[config.mk]
export PLATFORM = sky130hd
export DESIGN_NAME = digest_serializer
export DESIGN_NICKNAME = d
export VERILOG_FILES = /design/src/rtl/digest_serializer.sv
export SDC_FILE = /design/constraint.sdc
export NUM_CORES = 2
export LEC_CHECK = 0
export CAP_MARGIN = 0
export CORE_AREA = 2 2 354 356
export CTS_CLUSTER_DIAMETER = 200
export DETAILED_ROUTE_END_ITERATION = 10
export DIE_AREA = 0 0 356 358
export HOLD_SLACK_MARGIN = 0.02
export PLACE_DENSITY = 0.49
export SYNTH_ARGS = -nofsm -noshare
export SYNTH_HDL_FRONTEND = slang
export SYNTH_SLANG_ARGS = --single-unit
[constraint.sdc]
create_clock -name axi_aclk -period 3.01 [get_ports axi_aclk]
set_input_delay 0.7525 -clock axi_aclk [delete_from_list [all_inputs] [get_ports axi_aclk]]
set_output_delay 0.7525 -clock axi_aclk [all_outputs]
set_load 0.01 [all_outputs]
[src/rtl/digest_serializer.sv]
// Width converter: accepts one whole digest per input beat and emits it as
// narrower AXI-Stream beats, with tlast on the final byte-qualified beat.
module digest_serializer #(
  parameter int S_AXIS_DATA_WIDTH  = 512,
  parameter int M_AXIS_DATA_WIDTH  = 64,
  parameter int S_AXIS_TUSER_WIDTH = 128,
  parameter int M_AXIS_TUSER_WIDTH = 128
) (
  input  logic                            axi_aclk,
  input  logic                            axi_resetn,
  input  logic [S_AXIS_DATA_WIDTH-1:0]    s_axis_tdata,
  input  logic [S_AXIS_DATA_WIDTH/8-1:0]  s_axis_tkeep,
  input  logic [S_AXIS_TUSER_WIDTH-1:0]   s_axis_tuser,
  input  logic                            s_axis_tvalid,
  input  logic                            s_axis_tlast,
  output logic                            s_axis_tready,
  output logic [M_AXIS_DATA_WIDTH-1:0]    m_axis_tdata,
  output logic [M_AXIS_DATA_WIDTH/8-1:0]  m_axis_tkeep,
  output logic [M_AXIS_TUSER_WIDTH-1:0]   m_axis_tuser,
  output logic                            m_axis_tvalid,
  input  logic                            m_axis_tready,
  output logic                            m_axis_tlast
);

  localparam int OB    = M_AXIS_DATA_WIDTH / 8;
  localparam int SB    = S_AXIS_DATA_WIDTH / 8;
  localparam int NB    = S_AXIS_DATA_WIDTH / M_AXIS_DATA_WIDTH;
  localparam int IDX_W = (NB > 1) ? $clog2(NB) : 1;

  typedef enum logic {IDLE, SEND} state_t;

  state_t                          state, state_d;
  logic [IDX_W-1:0]                beat_idx, beat_idx_d;
  logic [IDX_W-1:0]                last_idx, last_idx_d;
  logic [IDX_W-1:0]                nxt_idx, in_last;
  logic [S_AXIS_DATA_WIDTH-1:0]    hold_data, hold_data_d;
  logic [SB-1:0]                   hold_keep, hold_keep_d;
  logic [S_AXIS_TUSER_WIDTH-1:0]   hold_user, hold_user_d;
  logic [M_AXIS_DATA_WIDTH-1:0]    out_data, out_data_d;
  logic [OB-1:0]                   out_keep, out_keep_d;
  logic [M_AXIS_TUSER_WIDTH-1:0]   out_user, out_user_d;
  logic                            out_last, out_last_d;
  int unsigned                     keep_cnt;
  logic                            unused_tlast;

  assign unused_tlast = s_axis_tlast;

  // Index of the final beat; irrelevant when tkeep is all zero.
  always_comb begin
    keep_cnt = 0;
    for (int unsigned i = 0; i < SB; i++) begin
      keep_cnt = keep_cnt + 32'(s_axis_tkeep[i]);
    end
    in_last = IDX_W'((keep_cnt + OB - 1) / OB - 1);
  end

  always_comb begin
    state_d     = state;
    beat_idx_d  = beat_idx;
    last_idx_d  = last_idx;
    hold_data_d = hold_data;
    hold_keep_d = hold_keep;
    hold_user_d = hold_user;
    out_data_d  = out_data;
    out_keep_d  = out_keep;
    out_user_d  = out_user;
    out_last_d  = out_last;
    nxt_idx     = beat_idx + 1'b1;
    case (state)
      IDLE: begin
        if (s_axis_tvalid) begin
          hold_data_d = s_axis_tdata;
          hold_keep_d = s_axis_tkeep;
          hold_user_d = s_axis_tuser;
          last_idx_d  = in_last;
          beat_idx_d  = '0;
          // Beat 0 is loaded straight from the input so outputs stay registered.
          if (|s_axis_tkeep) begin
            state_d    = SEND;
            out_data_d = s_axis_tdata[M_AXIS_DATA_WIDTH-1:0];
            out_keep_d = s_axis_tkeep[OB-1:0];
            out_user_d = s_axis_tuser;
            out_last_d = (in_last == '0);
          end
        end
      end
      SEND: begin
        if (m_axis_tready) begin
          if (out_last) begin
            state_d = IDLE;
          end else begin
            beat_idx_d = nxt_idx;
            out_data_d = hold_data[nxt_idx*M_AXIS_DATA_WIDTH +: M_AXIS_DATA_WIDTH];
            out_keep_d = hold_keep[nxt_idx*OB +: OB];
            out_last_d = (nxt_idx == last_idx);
          end
        end
      end
      default: state_d = IDLE;
    endcase
  end

  always_ff @(posedge axi_aclk or negedge axi_resetn) begin
    if (!axi_resetn) begin
      state     <= IDLE;
      beat_idx  <= '0;
      last_idx  <= '0;
      hold_data <= '0;
      hold_keep <= '0;
      hold_user <= '0;
      out_data  <= '0;
      out_keep  <= '0;
      out_user  <= '0;
      out_last  <= 1'b0;
    end else begin
      state     <= state_d;
      beat_idx  <= beat_idx_d;
      last_idx  <= last_idx_d;
      hold_data <= hold_data_d;
      hold_keep <= hold_keep_d;
      hold_user <= hold_user_d;
      out_data  <= out_data_d;
      out_keep  <= out_keep_d;
      out_user  <= out_user_d;
      out_last  <= out_last_d;
    end
  end

  assign s_axis_tready = (state == IDLE);
  assign m_axis_tvalid = (state == SEND);
  assign m_axis_tdata  = out_data;
  assign m_axis_tkeep  = out_keep;
  assign m_axis_tuser  = out_user;
  assign m_axis_tlast  = out_last & (state == SEND);

endmodule

======== Word level (Yosys, flattened, before mapping) ========
Index checks and enable logic that the tools add are counted.
word-level totals
  register bits ........................... 784
  input port bits ......................... 709
  output and inout port bits .............. 203
cells by class
  add/sub/neg operators ................... 67
  equality and inequality tests ........... 5
  shift-type cells ........................ 2
  muxes and demuxes ....................... 24
  bitwise operators ....................... 2
  reduce and logical (&&, ||, !) cells .... 7
operators with widths
  operator             number
  $shiftx 512x10->64   1
  $add 6x1->6          58
  $mux 64              4
  $pmux 64 s2          1
  $reduce_or 64->1     1
  $shiftx 64x7->8      1
  $mux 8               4
  $pmux 8 s2           1
  $mux 3               3
  $reduce_and 3->1     3
  $mux 1               8
  $add 5x1->6          1
  $add 6x4->6 const B  1
  $ne 2x2->1 const B   3
  $pmux 3 s2           1
  $sub 6x1->6 const B  1
  $add 4x1->5          1
  $add 3x1->4          1
  $pmux 1 s2           2
  $reduce_and 4->1     1
  $add 2x1->3          1
  $add 3x1->3 const B  1
  $eq 3x3->1           1
  $logic_not 3->1      1
  other kinds (6)      6

======== Logic depth before layout (Yosys ltp) ========
  word-level depth ........................ 70
  gate-level depth with buffers ........... 25
  mapped depth without buffers ............ 25

======== Worst setup path after synthesis ========
OpenSTA, ideal clock, no wires.
  path kind ............................... input to register
  start ................................... input port s_axis_tkeep[46]
  end ..................................... register out_last
  data arrival time ....................... 6.650 ns
  required time ........................... 2.916 ns
  slack ................................... -3.734 ns
  cell stages on the path ................. 25
  path through ............................ inv_1 -> fa_1 -> inv_1 -> fa_1 -> fa_1 -> inv_1 -> fa_1 -> inv_1 -> fa_1 -> fa_1 -> fa_1 -> inv_1 -> fa_1 -> inv_1 -> ha_1 -> nand2_1 -> o211ai_1 -> xor2_1 -> inv_1 -> ha_1 -> xor2_1 -> xnor2_1 -> and4_1 -> a21oi_1 -> a211oi_1
between the ends
  longest elaborated chain between the ends .. 25
  elaborated cells between the ends (all ways) .. 28
  classes of those cells .................. add/sub (21); eq/ne (1); mux (3); reduce/logical (3)
ends and longest elaborated chain
  item                       RTL line  RTL
  from (decl)                12        input logic [S_AXIS_DATA_WIDTH/8-1:0] s_axis_tkeep,
  $add 6x1->6 (18 in a row)  52        keep_cnt = keep_cnt + 32'(s_axis_tkeep[i]);
  $add 6x4->6                54        in_last = IDX_W'((keep_cnt + OB - 1) / OB - 1);
  $sub 6x1->6                54
  $sub 3x1->3                54
  net in_last[0]             35        logic [IDX_W-1:0] nxt_idx, in_last;
  $logic_not 3->1            83        out_last_d = (in_last == '0);
  $mux 1                     78        if (|s_axis_tkeep) begin
  $mux 1                     71        if (s_axis_tvalid) begin
  $pmux 1 s2                 69        case (state)
  to (signal assigned)       125       out_last <= out_last_d;
  to (decl)                  42        logic out_last, out_last_d;
The timed path passes the listed nets, and every way through them passes these cells. The select of a mux whose other input is x is not followed.
A chain may end at the register's enable or synchronous reset.

======== Worst setup path after layout ========
  start ................................... input port s_axis_tkeep[28]
  end ..................................... register out_last
between the ends
  longest elaborated chain between the ends .. 43
  elaborated cells between the ends (all ways) .. 46
  classes of those cells .................. add/sub (39); eq/ne (1); mux (3); reduce/logical (3)
ends and longest elaborated chain
  item                       RTL line
  $add 6x1->6 (36 in a row)  52
  $add 6x4->6                54
  $sub 6x1->6                54
  $sub 3x1->3                54
  $logic_not 3->1            83
  $mux 1                     78
  $mux 1                     71
  $pmux 1 s2                 69
Parallel ways exist; a longest one is shown, timed or not. The select of a mux whose other input is x is not followed.

==> summary.md <==
| Metric | Value |
|---|---|
| CP max FO | 3 |
| Vias | 28.37k |
| Core Util, Final | 41.62% |
| Hpwl dp | 105500 um |
| Setup CP Type | input port to flip-flop |
| Std cell rows | 129 |
| Post-synthesis sequential area ratio | 54.75% |
| CTS clk-pin slew, worst paths | 0.06 ns |
| Final hold vios | 0 |
| Syn Area/Cell | 10.29 sq um |
| H-Tree Depth | 3 |
| Final Power | 0.06206 W |
| Cell depth of the worst hold path | 3 |
| Core area | 123300 sq um |
| Yosys warns | 0 |
| Share of cells above drive strength 1 | 14.31% |
| Ports | 912 |
| Post-synth top area cell | dfrtp_1 |
| Predominant post-synthesis flop cell | dfrtp_1 |
| Router iterations before antenna repair | 5 |
| GPL Wtd Cong | 0.9259 |
| Via/cell ratio | 4.587 |
| Worst Path Arrival | 7.13 ns |
| CP Launch Type | input port |
| Min Tclk post-route | 6.507 ns |
| CTS buffer count | 93 |
| Period Utilization, post-route | 216.2% |
| Worst vdd ir | 2077 uV |
| Per-cell routed wire length | 22.55 um |
| Post-Syn Area | 35830 sq um |
| Fillers | 12.11k |
| Final-stage net count | 5229 |
| Max_cap viols | 0 |
| Worst R2R Path Depth | 6 |
| Ys async rst share | 100.0% |
| First-pass GRT wire length | 202900 um |
| Die Ht | 358 um |
| Area grow syn2layout | 43.23% |
| Yosys cell types | 33 |
| Die X | 356 um |
| Synth top area share | 54.75% |
| Commonest non-fill, non-tap cell in the layout | nand2_1 |
| Fmax | 153.7 MHz |
| Synth Instances | 3482 |
| Vias in the first global route | 30.22k |
| Crit end category | flip-flop |
| Violated checks | setup timing |
| CTS tree | built |
| Clk_lat worst skew | 0.71 ns |
| Clk root buf | clkbuf_16 |
| Initial antenna violation count | 33 |
| Worst-margin pin slew | 1.111 ns |
| Worst min path class | input port to flip-flop |
| Final worst setup slack | -3.497 ns |
| Most frequent cells in the layout | nand2_1 (1653), clkdlybuf4s50_1 (878), dfrtp_1 (782) |
| Gr usage total | 21.61% |
| Initial Util | 29.06% |
| Worst slew margin | 25.96% |
| Final wirelength | 139500 um |
| Status | finished with violations |
| LEAKAGE | 23.73 nW |
| Post-DRT Antenna Nets | 0 |
| PortBufs | 910 |
| Endpoints failing setup | 4 |
| Fin Clk Skew | 0.02615 ns |
| RSZ-0062 raised after global routing | true |
| Total global routing overflow | 0 |
| CTS sink cnt | 784 |
| DRC violations left | 0 |
| Largest cells by area after synthesis | dfrtp_1 (55%), nand2_1 (17%), mux4_2 (9.1%) |
| Largest net degree at the start of global routing | 196 |
| CP Data Required Time | 3.63 ns |
| Number of flops mapped to enable cells by yosys | 0 |
| Die ar. | 127400 sq um |
| Final max-slew violation count | 0 |
| WHS | 0.3281 ns |
| Power per Cell Area | 1209 nW/um^2 |
| Syn nets | 4261 |
| Max Root-Sink Buffers | 3 |
| Flops & latches, synth | 784 |
| Initial DRC Count | 1849 |
-- cells by family after synthesis --
family | share of synthesized area, %
xor+xnor | 0.2689
simple gates | 18.64
fa+ha+maj | 3.555
buf+inv | 3.513
flops | 54.75
compound gates | 1.900
mux | 17.37
-- layer usage --
layer / share of wire [%] / vias up / GRT usage, %
met4: 3.6 / 20 / 8.211
met5: 0.099 / - / 0
met3: 4.7 / 217 / 4.285
li1: - / 13230 / -
met1: 43 / 14220 / 28.16
met2: 49 / 689 / 35.49
-- Yosys cell counts, types with 2 or more instances --
cell type and number:
nand2_1 1655, dfrtp_1 784, clkbuf_1 160, mux4_2 144
mux2_1 105, inv_1 102, mux2_2 95, a21oi_1 76
nor2_1 76, mux2i_1 73, fa_1 53, o21ai_0 47
buf_2 31, ha_1 17, nor4_1 16, xor2_1 7
buf_4 6, buf_6 5, buf_1 4, nand4_1 4
xnor2_1 4, nor2b_1 3, o22ai_1 3, nor3_1 2
o211ai_1 2
-- sequential cells by signal, summed over array words and instances (netlist names) --
register	flops
beat_idx	3
hold_data	512
hold_keep	64
last_idx	3
m_axis_tdata	64
m_axis_tkeep	8
m_axis_tuser	128
m_axis_tvalid	1
out_last	1
-- critical path, stage by stage --
cell and delay [ns]:
dlygate4sd2_1 0.25, inv_2 0.07, fa_1 0.49, fa_2 0.59, fa_2 0.43, fa_1 0.52
fa_1 0.45, fa_1 0.51, fa_1 0.51, fa_1 0.54, inv_2 0.05, ha_4 0.26
a21oi_4 0.05, o211ai_1 0.27, a21oi_1 0.12, xor2_1 0.23, ha_2 0.23, xor2_2 0.18
xnor2_2 0.14, and4_1 0.23, a21oi_2 0.04, a211oi_2 0.20
-- metrics by stage --
step / setup slack [ns] / TNS, ns / cells / area, sq um
after floorplan: -3.642 / -12.91 / 3482 / 35840
after global placement: -4.526 / -129.01 / 5982 / 47880
after detailed placement: -4.531 / -117.74 / 5982 / 47880
after CTS: -3.399 / -12.04 / 6160 / 51180
after global routing: -3.708 / -13.10 / 6182 / 51310
final: -3.497 / -12.41 / 6186 / 51320
-- path summary, 6_finish.rpt --
kind / endpoint / start / slack [ns]
min: hold_keep[60]$_DFFE_PN0P_ / s_axis_tkeep[60] / 0.33
max reg2reg: m_axis_tdata[39]$_DFFE_PN0P_ / beat_idx[0]$_DFFE_PN0P_ / 0.55
min in group asynchronous: hold_data[349]$_DFFE_PN0P_ / axi_resetn / 0.61
max: out_last$_DFFE_PN0P_ / s_axis_tkeep[28] / -3.50
min reg2reg: hold_keep[59]$_DFFE_PN0P_ / hold_keep[59]$_DFFE_PN0P_ / 0.47
max in group asynchronous: m_axis_tuser[0]$_DFFE_PN0P_ / axi_resetn / 1.45
-- where the power goes --
| part | switching [W] | total, W | internal (W) |
|---|---|---|---|
| clock | 0.00485 | 0.0122 | 0.00733 |
| sequential | 0.00296 | 0.0187 | 0.0157 |
| combinational | 0.0155 | 0.0312 | 0.0157 |
-- final cells by class --
type / instances / area [sq um] / share of cell area [%]
inverters: 103 / 392.9 / 0.7655
multi-input cells: 2389 / 15110 / 29.44
clock inverters: 44 / 615.6 / 1.199
diodes: 20 / 50.05 / 0.09751
well taps: 1637 / 2048 / 3.991
clock buffers: 130 / 2696 / 5.254
flip-flops and latches: 784 / 19630 / 38.24
repair buffers: 1079 / 10790 / 21.01
-- repair_timing --
item / 4_1_cts / 5_1_grt
resized for setup: 128 / 25
gates cloned: 0 / 0
pin swaps: 17 / 26
buffers inserted: 4 / 6
hold buffers: 1 / 0
endpoints found under the hold margin: 25 / 0
setup endpoints to repair: 5 / 5
Note: power is estimated with default switching activity, not from simulation.
